## config.mk

```make
export PLATFORM = sky130hd
export DESIGN_NAME = sync_ram_ctrl
export DESIGN_NICKNAME = d
export VERILOG_FILES = /design/src/rtl/sync_ram_ctrl.sv
export SDC_FILE = /design/constraint.sdc
export NUM_CORES = 1
export LEC_CHECK = 0
export CAP_MARGIN = 20
export CORE_MARGIN = 2
export CORE_UTILIZATION = 38
export DETAILED_ROUTE_END_ITERATION = 16
export PLACE_DENSITY = 0.53
export SETUP_SLACK_MARGIN = 0.15
export SLEW_MARGIN = 20
export SYNTH_ARGS = -nofsm -noshare
export SYNTH_HDL_FRONTEND = slang
export SYNTH_SLANG_ARGS = --single-unit
```

## constraint.sdc

```tcl
create_clock -name clk -period 2.5 [get_ports clk]
set_input_delay 0.25 -clock clk [delete_from_list [all_inputs] [get_ports clk]]
set_output_delay 0.25 -clock clk [all_outputs]
set_load 0.05 [all_outputs]
```

## src/rtl/sync_ram_ctrl.sv

```systemverilog
// rtl/sync_ram_ctrl.sv - single-port synchronous RAM with req/ready handshake, init sweep and read latency
//
// Purpose: DEPTH x DATA_WIDTH storage behind a request/ready handshake. After
// reset it sweeps zeros into every word, then reports ready and accepts one
// read or write per cycle with no back-pressure. Reads return rdata/rvalid
// RD_LATENCY (1 or 2) cycles after the accepting edge.
//
// Optional feature macro: SYNC_RAM_PARITY_EN (adds a stored even-parity bit,
// the par_inj input and the perr output).
//
// Ports:
//   clk      - clock, rising edge
//   rst      - synchronous active-high reset
//   req      - request, accepted on an edge where req && ready
//   wr_rd    - 0 = write, 1 = read
//   address  - word address
//   wdata    - write data
//   par_inj  - (SYNC_RAM_PARITY_EN) invert stored parity on this write
//   perr     - (SYNC_RAM_PARITY_EN) parity mismatch, qualified by rvalid
//   ready    - accepting requests (registered)
//   rdata    - read data, meaningful while rvalid = 1, held otherwise
//   rvalid   - one-cycle strobe per accepted read
module sync_ram_ctrl #(
    parameter int DATA_WIDTH = 8,
    parameter int ADDR_WIDTH = 3,
    parameter int RD_LATENCY = 1
) (
    input  logic                  clk,
    input  logic                  rst,
    input  logic                  req,
    input  logic                  wr_rd,
    input  logic [ADDR_WIDTH-1:0] address,
    input  logic [DATA_WIDTH-1:0] wdata,
`ifdef SYNC_RAM_PARITY_EN
    input  logic                  par_inj,
    output logic                  perr,
`endif
    output logic                  ready,
    output logic [DATA_WIDTH-1:0] rdata,
    output logic                  rvalid
);

    localparam int DEPTH = 2 ** ADDR_WIDTH;
`ifdef SYNC_RAM_PARITY_EN
    localparam int MW = DATA_WIDTH + 1;
`else
    localparam int MW = DATA_WIDTH;
`endif

    typedef enum logic {S_INIT, S_RUN} state_t;

    state_t                r_state;
    state_t                w_next_state;
    logic [ADDR_WIDTH-1:0] r_ptr;
    logic                  r_ready;
    logic                  w_init_we;
    logic [MW-1:0]         r_mem [DEPTH];

    logic                  w_acc;
    logic                  w_rd_acc;
    logic                  w_mem_we;
    logic [ADDR_WIDTH-1:0] w_mem_addr;
    logic [MW-1:0]         w_wr_word;
    logic [MW-1:0]         w_rd_word;
    logic [DATA_WIDTH-1:0] w_rd_data;
    logic                  w_out_vld;
    logic [DATA_WIDTH-1:0] w_out_data;
    logic [DATA_WIDTH-1:0] r_rdata;
    logic                  r_rvalid;

    // State register
    always_ff @(posedge clk) begin
        if (rst) begin
            r_state <= S_INIT;
        end else begin
            r_state <= w_next_state;
        end
    end

    // Next state: leave INIT on the edge that clears the last word
    always_comb begin
        w_next_state = r_state;
        if (r_state == S_INIT && r_ptr == {ADDR_WIDTH{1'b1}}) begin
            w_next_state = S_RUN;
        end
    end

    // State outputs
    always_comb begin
        w_init_we = (r_state == S_INIT) && !rst;
    end

    // Sweep pointer and registered ready; ready rises together with RUN
    always_ff @(posedge clk) begin
        if (rst) begin
            r_ptr   <= '0;
            r_ready <= 1'b0;
        end else begin
            if (r_state == S_INIT) begin
                r_ptr <= r_ptr + ADDR_WIDTH'(1);
            end
            r_ready <= (w_next_state == S_RUN);
        end
    end

    // ready is only ever high in RUN, so requests during INIT are dropped here
    assign w_acc      = req && r_ready && !rst;
    assign w_rd_acc   = w_acc && wr_rd;
    assign w_mem_we   = w_init_we || (w_acc && !wr_rd);
    assign w_mem_addr = w_init_we ? r_ptr : address;

`ifdef SYNC_RAM_PARITY_EN
    assign w_wr_word = w_init_we ? '0 : {(^wdata) ^ par_inj, wdata};
`else
    assign w_wr_word = w_init_we ? '0 : wdata;
`endif

    always_ff @(posedge clk) begin
        if (w_mem_we) begin
            r_mem[w_mem_addr] <= w_wr_word;
        end
    end

    assign w_rd_word = r_mem[address];
    assign w_rd_data = w_rd_word[DATA_WIDTH-1:0];

`ifdef SYNC_RAM_PARITY_EN
    logic w_rd_perr;
    logic w_out_perr;
    logic r_perr;
    assign w_rd_perr = w_rd_word[DATA_WIDTH] ^ (^w_rd_data);
`endif

    // Optional extra stage so the memory read and the output register are split
    generate
        if (RD_LATENCY == 2) begin : g_lat2
            logic                  r_s1_vld;
            logic [DATA_WIDTH-1:0] r_s1_data;
`ifdef SYNC_RAM_PARITY_EN
            logic                  r_s1_perr;
`endif
            always_ff @(posedge clk) begin
                if (rst) begin
                    r_s1_vld  <= 1'b0;
                    r_s1_data <= '0;
`ifdef SYNC_RAM_PARITY_EN
                    r_s1_perr <= 1'b0;
`endif
                end else begin
                    r_s1_vld <= w_rd_acc;
                    if (w_rd_acc) begin
                        r_s1_data <= w_rd_data;
                    end
`ifdef SYNC_RAM_PARITY_EN
                    r_s1_perr <= w_rd_acc && w_rd_perr;
`endif
                end
            end
            assign w_out_vld  = r_s1_vld;
            assign w_out_data = r_s1_data;
`ifdef SYNC_RAM_PARITY_EN
            assign w_out_perr = r_s1_perr;
`endif
        end else begin : g_lat1
            assign w_out_vld  = w_rd_acc;
            assign w_out_data = w_rd_data;
`ifdef SYNC_RAM_PARITY_EN
            assign w_out_perr = w_rd_perr;
`endif
        end
    endgenerate

    // Output register; rdata only loads on a valid beat so it holds otherwise
    always_ff @(posedge clk) begin
        if (rst) begin
            r_rvalid <= 1'b0;
            r_rdata  <= '0;
`ifdef SYNC_RAM_PARITY_EN
            r_perr   <= 1'b0;
`endif
        end else begin
            r_rvalid <= w_out_vld;
            if (w_out_vld) begin
                r_rdata <= w_out_data;
            end
`ifdef SYNC_RAM_PARITY_EN
            r_perr   <= w_out_vld && w_out_perr;
`endif
        end
    end

    assign ready  = r_ready;
    assign rdata  = r_rdata;
    assign rvalid = r_rvalid;
`ifdef SYNC_RAM_PARITY_EN
    assign perr   = r_perr;
`endif

endmodule

```

; After elaboration in Yosys (flattened, before gate mapping)
; Memories as Yosys holds them, arrays and structs flattened. A register that Yosys moved wholly into a read port is not among the register bits.
; Index checks and enable logic that the tools add are counted.
; W data, S select, Z words.
[word_totals]
ff_bits = 5
mem_bits_rw = 64
in_bits = 15
out_inout_bits = 10
wordCells = 20
memories = 1
[op_classes]
addsub = 1
eq_ne = 1
muxes = 4
bitwise = 1
reduce_logical = 9
[mem_list]
columns = memory, depth, word_bits, rd, rd_ports_with_merged_regs, wr, line
row1 = r_mem, 8, 8, 1, 1, 1, 57  ; logic [MW-1:0] r_mem [DEPTH];
[op_table]
columns = cell, count
row1 = $mux W8, 1
row2 = $logic_and A1 B1 Y1, 6
row3 = $add A3 B1 Y3 const B, 1
row4 = $eq A3 B3 Y1 const B, 1
row5 = $mux W3, 1
row6 = $logic_not A1 Y1, 2
row7 = $mux W1, 2
row8 = $logic_or A1 B1 Y1, 1
row9 = $not A1 Y1, 1

; Logic depth before layout (Yosys ltp)
; Gate-level depths: netlist (run 1).
[logic_depth]
word_depth = 6
ltp_mapped = 5
ltp_nobuf = 4

; Least setup slack after synthesis (run 1)
; No wires, ideal clock.
[synth_timing]
path_kind = reg2reg
from = reg r_ready, in the netlist ready
to = mem r_mem[0][0] (netlist name) (enable)
t_arrival_ns = 1.651
required_time_ns = 2.130
setup_slack_ns = 0.479
path_stages_with_launch = 5
path_buffers = 1
synth_period_minus_slack_ns = 2.021
path_cell_list = dfxtp_1 > buf_4 > nor4bb_1 > o21bai_1 > nor2_1
[synth_between]
elab_chain_cells = 6
[synth_lines]
columns = item, line
row1 = start: declaration, 55  ; logic r_ready;
row2 = start signal: assignment, 102  ; r_ready <= (w_next_state == S_RUN);
row3 = $logic_and A1 B1 Y1 (2 in series), 107  ; assign w_acc = req && r_ready && !rst;
row4 = $logic_and A1 B1 Y1, 109  ; assign w_mem_we = w_init_we || (w_acc && !wr_rd);
row5 = $logic_or A1 B1 Y1, 109
row6 = $mux W1, 119  ; if (w_mem_we) begin
row7 = $mux W1 (implied by the code), 120  ; r_mem[w_mem_addr] <= w_wr_word;
row8 = end: declaration, 57
; Parallel ways exist; a longest one is shown, timed or not.

; Final worst setup path (run 1)
[layout_timing]
from = reg r_ready, in the netlist ready
to = out ready
[layout_rtl]
columns = item, line
row1 = end: declaration, 38  ; output logic ready,
; No word-level cell between the ends.

==> results of run 1 <==
metrics by stage:
step | hold slack (ps) | utilization (%)
floorplan | 471 | -
finish | 455 | 46.6
global route | 482 | 46.6
detailed placement | 442 | 44.2
global placement | 439 | 44.2
CTS | 461 | 46.6
power by group through the flow:
stage	combinational [mW]	clock [mW]	sequential, mW
2_1_floorplan	0.123	0	1.47
3_3_place_gp	0.204	0	1.47
3_5_place_dp	0.205	0	1.47
4_1_cts	0.207	0.950	1.44
5_1_grt	0.222	1.00	1.44
6_report	0.203	0.929	1.44
path summary, 6_finish.rpt:
kind                                 to  slack (ps)
setup / recovery                  ready         370
hold / removal    rdata[5]$_SDFFE_PP0P_         460
setup reg to reg  r_mem[6][4]$_DFFE_PP_         630
hold reg to reg   rdata[5]$_SDFFE_PP0P_         460
synthesized netlist by cell type:
library cell	count	area share, %
a21o_1	1	0.24
a31oi_1	1	0.20
buf_12	1	0.64
buf_2	4	0.64
buf_4	2	0.48
buf_6	2	0.72
buf_8	1	0.48
dfxtp_1	13	8.3
edfxtp_1	64	61
ha_1	2	0.80
inv_1	1	0.12
mux2_1	11	3.9
mux2_2	24	8.6
mux2i_1	2	0.64
nand2_1	10	1.2
nand2b_1	5	0.99
nand4b_1	1	0.28
nand4b_2	1	0.48
nor2_1	14	1.7
nor2_2	1	0.20
nor2b_1	8	1.6
nor4bb_1	1	0.32
o21a_1	1	0.24
o21bai_1	1	0.24
o22ai_1	16	3.2
o31ai_1	7	1.7
o31ai_2	1	0.40
or2_2	1	0.20
or4_1	1	0.24
xor2_1	1	0.28
logic make-up (layout without fill, tap and decap cells):
family	after synthesis	after routing	synth area share (%)
xor gates and xnor gates	1	1	0.278
buffers and inverters	11	62	3.06
DFF	77	77	69.4
adders and majority gates	2	2	0.795
muxes	37	37	13.2
and+or+nand+nor	43	43	7.16
AOI/OAI and AO/OA	28	28	6.17
layer usage:
metal / global-route usage (%) / routed length [um]
met1: 19.4 / 2820
met2: 27.7 / 3310
met3: 3.83 / 276
met4: 6.52 / 110
met5: 0 / 0
layout make-up:
| type | count | area [sq um] | share of cell area, % |
|---|---|---|---|
| tap | 105 | 131 | 3.46 |
| sequential | 77 | 2180 | 57.5 |
| timing repair buffer | 45 | 410 | 10.8 |
| clock inverter | 6 | 71.3 | 1.88 |
| clock buffer | 10 | 128 | 3.36 |
| multi-input combinational | 111 | 867 | 22.9 |
| inverter | 1 | 3.75 | 0.0989 |
layout by cell type (no fill, tap or decap), types with 2 or more instances in the layout:
cell type / instances
buf_4: 20
clkbuf_8: 9
clkdlybuf4s50_1: 24
clkinv_4: 2
clkinvlp_4: 2
dfxtp_1: 13
edfxtp_1: 64
ha_1: 2
mux2_1: 11
mux2_2: 24
mux2i_1: 2
nand2_1: 10
nand2b_1: 5
nor2_1: 14
nor2b_1: 8
o22ai_1: 16
o31ai_1: 7
tightest hold or removal path, cell delays in order, from the launching register on:
cell,delay [ps]
dfxtp_1,330
nand2_1,50
o31ai_1,50
state kept, by name, indices dropped and copies added, names as in the netlist:
signal,flops
ready,1
r_mem,64
r_ptr,3
rdata,8
rvalid,1
==> results.md, run 1 <==
- Data on the critical path is required at its endpoint by 2250 ps.
- The number of buffers and inverters on the critical path is 1.
- The number of failing hold endpoints at the final stage was 0.
- Counting the buffers created by CTS gives 9.
- The startpoint identified for the worst register-to-register timing path is ready$_SDFFE_PP0P_.
- The final-layout fill cell count is 719.
- TritonCTS built the clock tree.
- After routing the design area is 3790 sq um.
- The HPWL after detailed placement is 4.64 mm.
- The clock network fraction of total power is 36.1%.
- The worst hold path cell count is 2.
- The sink count of the clock tree is 77.
- The worst register-to-register path has a depth of 4.
- In this run the tool buffered the top-level ports with 24 buffer cells.
- The number of standard cells in the final layout excluding fillers is 355.
- Once routing completed, OpenROAD measured the worst setup slack at 369 ps.
- The minimum clock period after layout is 2130 ps.
- The critical-path cell with the highest stage delay is clkdlybuf4s50_1.
- The detailed router placed 1779 vias in this run.
- After routing, the total negative slack on setup checks comes to 0 ps.
- The residual DRC count is 0.
- The total power of the final layout is 2.57 mW.
- The post-synthesis instance area is 3150 sq um.
- At the placement stage, the worst setup path has a slack of 446 ps.
- The flow ran to the end, and the final reports show no timing, DRC or antenna violations.
- The beginning of the critical path is ready$_SDFFE_PP0P_.
- The maximum vdd ir drop is 0.000284 V.
- The area of the core is 8130 sq um.
- The synthesized netlist cell count is 199.
- The number of maximum-capacitance constraint violations is 0.
- The number of setup violations in the final report is 0.
- The number of nets in the synthesized netlist is 216.
- The pin count of the biggest net entering global routing is 22.
- In this run the vertical extent of the chip is 95.0 um.
- The peak per-stage delay on the critical path is 900 ps.
- The number of antenna diodes in the final layout is 0.
- The die is 95.0 um wide.
- The class of the most critical setup path is flop to output port.
- The floorplan step defined a die boundary enclosing 9020 sq um.
- The post-route netlist has 25.6% of its cells at a drive strength greater than 1.
- The worst-case headroom to the max-slew limit is 29.7%.
- The number of global-route vias before repair was 1893.
- The number of max-slew violations in the final report is 0.
- The total wire length is 6.52 mm.
- Setup repair after global routing left no endpoint under its margin.
- Traced cell by cell, the critical path runs through clkdlybuf4s50_1.
- The number of top-level design ports is 25.
- The clock-pin slew on the worst setup and hold paths is 80 ps.
- The areal power density over the cells is 678 nW/um^2.
- The switching power summed over all nets is 583 uW.
- The number of antenna violations at the first check in global routing came to 0.
- The worst clock skew is 7.51 ps.
- At the pin with the least slew margin, the transition time is 1050 ps.
- The routed wirelength normalized by instance count is 18.4 um.
- The buffer count from post-CTS setup fixing is 0.
- The synthesis warning total is 0.
- The number of levels the H-tree was split into is 3.
- The count of nets left with antenna violations after detail routing is 0.
- The via count normalized by instance count is 5.01.
- The cell internal power dissipation is 1.99 mW.
- At the end of routability-driven placement, the weighted congestion stood at 0.741.
- The average size of a mapped cell is 15.8 sq um.
- The share of total power in sequential cells is 56.0%.
- The cell depth of the worst setup path is 1.
- The post-detailed-placement cell area is 3590 sq um.
- The net count of the finished layout is 262.
- Counting distinct cell types in the post-synthesis netlist gives 30.
- Dividing the final minimum period by the clock period gives 85.2%.
- The wire length of the first global-routing pass is 10.1 mm.
- For this run the aggregate overflow at the end of global routing stands at 0.
- Data arrives at the worst endpoint at 1880 ps.
- The register bit count reported by yosys is 77.
- Net switching is 22.7% of the power.
- The largest fanout on the critical path is 13.
- The placed instance count is 339.
- The number of search-and-repair iterations in the first detailed-routing pass is 4.
- The clock latency of the later-clocked register in the worst-skew pair is 350 ps.
- Row generation in the floorplan step produced 33 rows.
- The synthesis-to-finish area growth is 20.6%.
- The clock root buffer is clkbuf_8.
- In this run the most critical hold path is launched from rdata[5]$_SDFFE_PP0P_.
- The worst setup path is launched from a flop.
- The number of gates resized after cts is 0.
- The combinational group share of total power is 7.9%.
- The global routing usage summed across all routing layers is 16.1%.
- The class of the tightest hold or removal check is flop to flop.
- The gate family responsible for the most delay along the worst path is buffers and inverters.
- Summed over all cells, the static leakage comes to 1.30 nW.
- After clock tree synthesis, the flow added hold-fix buffers numbering 0.
- No sink is reached through more buffers than the 2 on the longest clock path.
- Timing would allow up to 469 MHz.
- The kind of end point of the critical path is an output port.
- The sequential fraction of the synthesis area is 69.4%.
- The first routing iteration left 72 violations.
- The initial core utilization is 38.7%.
(Power assumes the default switching activity.)
==> run 2: changes to the inputs <==
--- a/config.mk
+++ b/config.mk
@@ -5,13 +5,14 @@
 export SDC_FILE = /design/constraint.sdc
 export NUM_CORES = 1
 export LEC_CHECK = 0
+export ABC_CLOCK_PERIOD_IN_PS = 2750
 export CAP_MARGIN = 20
 export CORE_MARGIN = 2
 export CORE_UTILIZATION = 38
 export DETAILED_ROUTE_END_ITERATION = 16
 export PLACE_DENSITY = 0.53
 export SETUP_SLACK_MARGIN = 0.15
-export SLEW_MARGIN = 20
+export SLEW_MARGIN = 15
 export SYNTH_ARGS = -nofsm -noshare
 export SYNTH_HDL_FRONTEND = slang
 export SYNTH_SLANG_ARGS = --single-unit
==> constraint.sdc (replaced) <==
create_clock -name clk -period 2.75 [get_ports clk]
set_input_delay 0.275 -clock clk [delete_from_list [all_inputs] [get_ports clk]]
set_output_delay 0.275 -clock clk [all_outputs]
set_load 0.05 [all_outputs]
==> results.md, run 2 (synthesized netlist as in run 1, its figures left out) <==
- The run finished with clean final reports.
- For the pin with the worst max-slew slack, the measured transition is 641 ps.
- Traced cell by cell, the critical path runs through clkdlybuf4s50_1.
- The initial core utilization is 38.7%.
- After detailed routing, the number of remaining DRC violations is 0.
- The commonest non-fill, non-tap cell in the layout is edfxtp_1.
- The CTS buffer count is 9.
- Prior to clock tree synthesis, the placed netlist has a worst setup slack of 632 ps.
- The number of antenna violations at the first check in global routing is 0.
- The cts-stage hold buffer count is 0.
- The worst path meets setup with 613 ps of slack.
- The number of max-slew violations in the final report is 0.
- For this run the aggregate overflow at the end of global routing stands at 0.
- The share of the clock period used by the worst path after layout is 77.7%.
- The die covers 9020 sq um.
- For this design, the slowest cell found on the critical path is clkdlybuf4s50_1.
- The class of the most critical setup path is flop to output port.
- The total wire length is 6.39 mm.
- The congestion estimate from routability-driven global placement came to 0.756.
- The number of global-route vias before repair is 1830.
- After filler insertion, the fill cell instance count of the layout stands at 729.
- After detailed routing, the number of vias per cell comes to 4.97.
- Based on the critical path, the design can be clocked at up to 468 MHz.
- The final layout contains 260 nets.
- For the worst-skew pair, the clock arrives at the later sink with an insertion delay of 350 ps.
- The number of gates resized after cts is 0.
- The arrival time of data at the critical path endpoint is 1860 ps.
- Dividing the detail-routed wire length by the instance count gives 18.1 um.
- The number of search-and-repair iterations in the first detailed-routing pass is 4.
- The clock net in this run drives a total of 77 sinks.
- The HPWL after detailed placement is 4.52 mm.
- In this run the number of H-tree levels came out at 3.
- The tightest min-delay check is of the flop to flop type.
- For this run, the total global-route usage over all layers was measured as 15.6%.
- The cell sitting at the root of the clock tree is a clkbuf_8.
- The width of the die is 95.0 um.
- Power comes to 2.36 mW.
- The number of setup violations in the final report is 0.
- For this design the ratio of total power to cell area is 624 nW/um^2.
- In the layout the commonest cells are 64 x edfxtp_1, 24 x mux2_2, 24 x clkdlybuf4s50_1.
- Hold timing on the final database bottoms out at a slack of 456 ps.
- STA classifies the critical path endpoint as an output port.
- The fraction of layout instances using a drive strength above 1 is 25.4%.
- The clock-pin slew on the worst setup and hold paths is 80 ps.
- Entering global routing, the biggest net connects 15 pins.
- Once detail routing completed, the nets flagged for antenna violations numbered 0.
- VDD sags by at most 0.000233 V.
- The buffer count from post-CTS setup fixing is 0.
- The worst setup path is launched from a flop.
- From synthesis to final layout, the design area changed by 20.0%.
- The area of the core is 8130 sq um.
- The CTS tree is built.
- For this design the static power due to leakage is 1.29 nW.
- Setup repair after global routing left no endpoint under its margin.
- The largest fanout on the critical path is 13.
- The antenna diode instance count is 0.
- The minimum clock period after layout is 2140 ps.
- The summed negative setup slack over all endpoints is 0 ps.
- The worst clock skew is 9.08 ps.
- The peak per-stage delay on the critical path is 890 ps.
- The first routing iteration left 88 violations.
- The first global-routing pass estimated 9.94 mm of wire.
- The number of rows in the core area is 33.
- Counting both buffers and inverters, the worst setup path holds a total of 1.
- The gate family responsible for the most delay along the worst path is buffers and inverters.
- The final route contains 1755 vias.
- The count of input and output buffers is 24.
- The number of failing hold endpoints at the final stage came to 0.
- The number of flip-flops in the largest register is 64.
- r_mem holds more flip-flops than any other register.
- The number of buffers on the longest clock path is 2.
- The number of maximum-capacitance constraint violations is 0.
- In this run the tightest slew margin relative to its limit is 57.2%.
- The die is 95.0 um tall.
- Pin placement for this block handled 25 I/O pins.
- For the worst setup path, the data required time is 2480 ps.
-- run 2: cell count changes in the layout (fill, tap and decap cells not counted) --
cell and delta:
buf_12 -1, clkbuf_8 +1, buf_4 -1, clkbuf_1 -1
-- run 2: final timing paths --
kind / startpoint / slack [ps] / endpoint / depth (start not counted)
max: ready$_SDFFE_PP0P_ / 610 / ready / 1
max reg2reg: ready$_SDFFE_PP0P_ / 830 / r_mem[5][0]$_DFFE_PP_ / 4
min reg2reg: rdata[5]$_SDFFE_PP0P_ / 460 / rdata[5]$_SDFFE_PP0P_ / 2
min: rdata[5]$_SDFFE_PP0P_ / 460 / rdata[5]$_SDFFE_PP0P_ / 2
-- run 2: power by group --
group	leakage (nW)	switching (mW)	internal, mW
Sequential	0.696	0.0120	1.30
Combinational	0.498	0.0978	0.0835
Clock	0.0991	0.415	0.450
Total	1.29	0.525	1.83
-- run 2: stage by stage --
stage / cell area (sq um) / utilization, % / std cells
after global routing: 3780 / 46.4 / 353
final: 3780 / 46.4 / 353
after floorplan: 3150 / - / 199
after detailed placement: 3570 / 43.9 / 337
after global placement: 3570 / 43.9 / 337
after CTS: 3780 / 46.4 / 353
-- run 2: cell type report --
type,instances,area [sq um],area share [%]
sequential,77,2180,57.8
inverter,1,3.75,0.0994
multi-input combinational,111,867,23.0
timing repair buffer,43,383,10.1
clock buffer,10,138,3.64
tap,105,131,3.48
clock inverter,6,71.3,1.89
-- run 2: layer usage --
layer	global-route usage [%]	share of wire (%)
met3	3.03	3.5
met4	7.85	2.1
met5	0	0
met2	25.2	48
met1	19.9	46
-- run 2: tightest hold or removal path, delay by kind of cell (launching register included) --
kind / cells / cell delay [ps]
AO/OA/AOI/OAI: 1 / 50
flip-flops: 1 / 330
AND/OR/NAND/NOR: 1 / 50
==> run 3: changes to the inputs <==
--- a/config.mk
+++ b/config.mk
@@ -5,7 +5,7 @@
 export SDC_FILE = /design/constraint.sdc
 export NUM_CORES = 1
 export LEC_CHECK = 0
-export ABC_CLOCK_PERIOD_IN_PS = 2750
+export ABC_CLOCK_PERIOD_IN_PS = 2000
 export CAP_MARGIN = 20
 export CORE_MARGIN = 2
 export CORE_UTILIZATION = 38
==> constraint.sdc (replaced) <==
create_clock -name clk -period 2 [get_ports clk]
set_input_delay 0.2 -clock clk [delete_from_list [all_inputs] [get_ports clk]]
set_output_delay 0.2 -clock clk [all_outputs]
set_load 0.05 [all_outputs]
==> results.md, run 3 (synthesized netlist as in run 1, its figures left out) <==
- The run finished with clean final reports.
- For hold timing, the worst endpoint is rdata[5]$_SDFFE_PP0P_.
- In this run the register-to-register setup slack is 230 ps.
- The CTS buffer count is 9.
- The highest clock frequency the design can meet is 565 MHz.
- The buffer count from post-CTS setup fixing is 0.
- The actual slew at the worst max-slew pin is 506 ps.
- The startpoint identified for the worst register-to-register timing path is ready$_SDFFE_PP0P_.
- The areal power density over the cells is 818 nW/um^2.
- Of the total power, combinational logic draws 8.5%.
- The number of failing hold endpoints at the final stage is 0.
- The number of antenna diodes in the final layout is 0.
- The number of nets in the layout is 275.
- Net switching is 21.9% of the power.
- The library cells used most frequently in the layout, excluding fill and tap cells, are 64 x edfxtp_1, 34 x buf_4, 24 x mux2_2.
- Summed over all nets, the half-perimeter wirelength after detailed placement is 4.66 mm.
- The first global-routing pass estimated 10.6 mm of wire.
- Data on the critical path is required at its endpoint by 2050 ps.
- Once the floorplan was initialized, standard cells occupied 38.7% of the core.
- Headroom to the max-slew limit came out at 66.2%.
- The critical hold path startpoint is rdata[5]$_SDFFE_PP0P_.
- The number of search-and-repair iterations in the first detailed-routing pass is 6.
- The worst setup path is captured at a flop.
- Max-cap violations in this run came to 0.
- The count of input and output buffers is 24.
- The congestion estimate from routability-driven global placement came to 0.828.
- The area growth from synthesis to layout is 22.9%.
- The final worst slack is 230 ps.
- Setup repair after global routing left no endpoint under its margin.
- The remaining global-route overflow is 0.
- Data arrives at the worst endpoint at 1820 ps.
- Pin placement for this block handled 25 I/O pins.
- The routed design could run at a clock period as short as 1770 ps.
- The tightest min-delay check is of the flop to flop type.
- The number of antenna violations at the first check in global routing came to 0.
- The area of the core is 8130 sq um.
- The number of setup violations in the final report is 0.
- The die is 95.0 um wide.
- The worst setup path is of the flop to flop kind.
- The later pin in the worst-skew pair is clocked with a latency of 340 ps.
- The routed wirelength normalized by instance count is 18.4 um.
- Counting along the longest clock path gives a buffer depth of 2.
- The utilization after layout is 47.5%.
- The pin count of the biggest net entering global routing is 14.
- The maximum vdd ir drop is 0.000336 V.
- The DRC violation total after the first TritonRoute iteration is 118.
- For this design, the sink count on the clock tree is 77.
- Sequential cells account for 56.9% of the total power.
- In this run the remaining antenna-violating nets after routing total 0.
- The CTS tree is built.
- The worst setup slack after placement is -7.18 ps.
- The clock root buffer is clkbuf_8.
- Leaving out fill and tap cells, the most frequent cell in the layout is edfxtp_1.
- The register ranked first by flip-flop count is r_mem.
- In the routed layout, each cell is associated on average with a via count of 4.92.
- The number of global-route vias before repair is 1851.
- The number of flip-flops in the largest register is 64.
- The internal portion of the total power is 2.47 mW.
- Counting instances, the worst hold path has a depth of 2.
- After detailed routing, the total wire length is 6.76 mm.
- The fraction of layout instances using a drive strength above 1 is 29.3%.
- The end of the worst register-to-register path is r_mem[1][5]$_DFFE_PP_.
- The number of cells on the worst reg-to-reg path is 4.
- The worst setup path is launched from a flop.
- The share of the clock period used by the worst path after layout is 88.5%.
- For this run, the total global-route usage over all layers was measured as 16.8%.
- The largest fanout on the critical path is 13.
- Clock-pin slew was measured on the worst setup and hold paths at 80 ps.
- The routed layout has 1811 vias.
- The number of levels the H-tree was split into is 3.
- The number of rows in the core area is 33.
- The floorplan step defined a die boundary enclosing 9020 sq um.
- Summed over all cells, the static leakage comes to 1.37 nW.
- On the final layout, the worst clock skew is 8.58 ps.
- Fill cells in the final layout number 700.
- The number of max-slew violations in the final report is 0.
- The residual DRC count is 0.
- The clock network accounts for 34.6% of the total power.
- Summed over all nets, the switching power comes to 694 uW.
- From bottom edge to top edge, the die measures 95.0 um.
## run 3: cell types whose count changed in the layout (fill, tap and decap cells not counted)
cell             previous run  this run
buf_4                      19        34
clkinv_4                    2         0
clkinvlp_4                  2         0
bufinv_16                   1         0
clkdlybuf4s50_1            24        23
dlygate4sd2_1               0         1
clkbuf_8                   10        12
clkinv_2                    0         1
clkbuf_1                    0         1
clkinv_1                    0         1
dfxtp_2                     0         1
dfxtp_1                    13        12
## run 3: layout make-up
class	instances	area (sq um)	area share, %
multi-input combinational	111	867	22.4
sequential	77	2180	56.5
inverter	1	3.75	0.0971
timing repair buffer	58	494	12.8
clock inverter	3	17.5	0.453
tap	105	131	3.40
clock buffer	13	169	4.37
## run 3: layer usage
metal,global-route usage (%),routed length [um],part of all wire [%]
met1,22.3,3280,48
met2,27.0,3220,48
met3,3.91,199,2.9
met4,5.80,68,1.0
met5,0,0,0
## run 3: how the worst max path moves through the flow
stage	startpoint	endpoint	slack, ps	cells after the start
floorplan	ready$_SDFFE_PP0P_	r_mem[3][0]$_DFFE_PP_	130	4
global placement	address[0]	r_mem[1][7]$_DFFE_PP_	-10	5
detailed placement	address[0]	rdata[5]$_SDFFE_PP0P_	-7	5
CTS	ready$_SDFFE_PP0P_	r_mem[1][5]$_DFFE_PP_	230	4
global route	ready$_SDFFE_PP0P_	r_mem[1][5]$_DFFE_PP_	150	4
finish	ready$_SDFFE_PP0P_	r_mem[1][5]$_DFFE_PP_	230	4
## run 3: repair_timing
item,in CTS,in global routing
resized for setup,1,0
hold buffers,0,0
endpoints found under the setup margin,1,0
## run 3: worst max-delay path: stages (launching register included)
cell	delay [ps]
dfxtp_2	400
or4_1	550
o21a_1	140
nor2_1	200
buf_4	190
## run 3: per-stage QoR
stage                     std cells  setup TNS (ps)  total power [mW]  cell area (sq um)  hold slack [ps]
after global placement          352           -47.1              2.11               3680              439
final                           368               0              3.16               3870              464
after floorplan                 199               0              1.99               3150              413
after detailed placement        352           -7.18              2.11               3680              447
after CTS                       368               0              3.19               3870              464
after global routing            368               0              3.29               3870              494
## run 3: power groups by stage
stage          clock network (mW)  registers [mW]  logic (mW)
2_1_floorplan                   0            1.83       0.154
3_3_place_gp                    0            1.84       0.274
3_5_place_dp                    0            1.84       0.272
4_1_cts                      1.12            1.80       0.272
5_1_grt                      1.19            1.80       0.294
6_report                     1.09            1.80       0.269
==> variant, RTL diff (settings of run 3) <==
Change the parameter `DATA_WIDTH` from 8 to 6.
--- a/src/rtl/sync_ram_ctrl.sv
+++ b/src/rtl/sync_ram_ctrl.sv
@@ -21,7 +21,7 @@
 //   rdata    - read data, meaningful while rvalid = 1, held otherwise
 //   rvalid   - one-cycle strobe per accepted read
 module sync_ram_ctrl #(
-    parameter int DATA_WIDTH = 8,
+    parameter int DATA_WIDTH = 6,
     parameter int ADDR_WIDTH = 3,
     parameter int RD_LATENCY = 1
 ) (
Ports: changed (resized rdata and wdata); port bits go from 25 to 21. No check against the original RTL was run, so the function may have changed too.
==> variant against run 3 <==
Setup slack improved by 0.066 ns. Sequential cell count down 18. Synthesized area shrank 23%. Largest cell class unchanged. Combinational power fell by 24%. Critical path type is now flop to primary output. Cell area shrank 23%. Total power down 20%. Via count down 19%. Routed wire length down 24%.
==> variant: results (changes against run 3) <==
global-route wire length before repair=7710 µm (-27%); launch point of the critical path=rdata[3]; Largest register FFs=48 (-25%); Clk Latency, worst-skew pair=0.33 ns; # fillers=573 (-18%); number of violations reported at the end of detailed-routing iteration 0=123 (+4.2%); layout cell share with drive strength beyond 1=24.9% (-4.4 points); worst hold start=rdata[5]; CTS root buf=sky130_fd_sc_hd__clkbuf_8; Yosys warning count=0 (unchanged); number of enable flip-flop cells after synthesis=48 (-25%); summed negative setup slack over all endpoints=0 ns (unchanged); prevailing post-synth register cell=sky130_fd_sc_hd__edfxtp_1; clock transition at the register clock pins on the worst setup and hold paths after CTS=0.07 ns; Slowest Stage Delay on Critical Path=0.81 ns (+0.26 ns); First-pass DRT Iterations=4 (-2); worst IR drop on VDD=0.449 mV (+34%); number of distinct library cells after synthesis=28 (-6.7%); path depth of the worst reg2reg path=4 (unchanged); tightest slew margin relative to the limit=66.9% (+0.73 points); placed insts=266 (-24%); clock tree buffer depth=2 (unchanged); proportion of synthesized chip area in sequential cells=68.2% (-1.2 points); number of global-route vias before repair=1,418 (-23%); Worst Clk Skew=0.0105 ns (+0.00188 ns); Critical Path Slowest Stage Cell=sky130_fd_sc_hd__clkdlybuf4s50_1; total global-route track usage=15.3% (-1.5 points); maximum number of pins on one net before global-route repair=25 (+11); Port Buffer Count=20 (-17%); register ranked first by flip-flop count=r_mem; final instance count without filler cells=282 (-23%); cell family with most CP delay=buffers and inverters; Total Nets Final=215 (-22%); worst slack, placed=0.0815 ns (+0.0886 ns); total leakage power=0.00103 µW (-25%); CP Max Fanout=2 (-11); post-synthesis net count=176 (-19%); vias after detailed routing=1,474 (-19%); launch point of the worst reg-to-reg path=ready; worst reg2reg setup slack=0.42 ns (+0.19 ns); average wire length per cell after detail routing=18.1 µm (-1.4%); cell types with the largest area share after synthesis=sky130_fd_sc_hd__edfxtp_1, sky130_fd_sc_hd__mux2_2, sky130_fd_sc_hd__dfxtp_1; signal arrival time at the worst endpoint=1.50 ns (-0.32 ns); result of the run=finished, final reports clean; commonest cells in the synthesized netlist=sky130_fd_sc_hd__edfxtp_1, sky130_fd_sc_hd__mux2_2, sky130_fd_sc_hd__nor2_1, sky130_fd_sc_hd__o22ai_1, sky130_fd_sc_hd__dfxtp_1; Final Wtd Congestion=0.770 (-6.9%); share of synthesized registers carrying an async set or reset=0% (unchanged); antenna violations before repair=0 (unchanged); hpwl dp=3510 µm (-25%); worst reg2reg endpoint=r_mem[7][3]; min Tclk post-route=1.70 ns (-0.0664 ns); Worst Hold Class=flop to flop; number of buffers created by CTS=9 (unchanged); gate count after technology mapping=161 (-19%); cell depth of the worst min-delay path=2 (unchanged)
## variant: what timing repair did
item	in CTS	in global routing
endpoints found under the setup margin	1	0
endpoints found under the hold margin	0	0
setup buffers	0	0
resized for setup	1	0
## variant: report_power, final
| part | internal, µW | switching [µW] | total [µW] |
|---|---|---|---|
| Clock | 509 | 428 | 937 |
| Sequential | 1370 | 15.0 | 1380 |
| Combinational | 96.3 | 108 | 204 |
| Total | 1970 | 551 | 2520 |
## variant: through the flow
stage / instance area, µm² / hold WS (ns)
global route: 2960 / 0.495
global placement: 2790 / 0.444
finish: 2960 / 0.470
floorplan: 2440 / 0.443
detailed placement: 2790 / 0.455
CTS: 2960 / 0.468
## variant: area by class of cell
cell class	count	area [µm²]	area share, %
clock buffers	13	159	5.37
clock inverters	3	13.8	0.465
inverters	1	3.75	0.127
well taps	77	96.3	3.25
repair buffers	34	317	10.7
flip-flops and latches	59	1660	56.1
multi-input cells	95	709	24.0
## variant: layer usage
metal | track usage (%) | wire length (µm) | vias up
met2 | 23.2 | 2420 | 51
met5 | 0 | 0 | -
li1 | - | - | 692
met4 | 7.92 | 75 | 0
met1 | 20.3 | 2370 | 724
met3 | 3.86 | 236 | 7
## variant: worst max-delay path by stage
stage                       end  depth (start not counted)
floorplan           r_mem[1][0]                          4
global placement    r_mem[3][1]                          5
detailed placement  r_mem[7][0]                          5
CTS                    rdata[3]                          1
global route           rdata[4]                          1
finish                 rdata[3]                          1
## variant: cell families after synthesis
kind of cell | count (synthesis) | synth area share (%)
AND/OR/NAND/NOR | 41 | 8.42
XOR/XNOR | 1 | 0.359
AO/OA/AOI/OAI | 22 | 6.01
flip-flops | 59 | 68.2
multiplexers | 29 | 13.3
buffers and inverters | 7 | 2.72
adder cells (fa/ha/maj) | 2 | 1.03
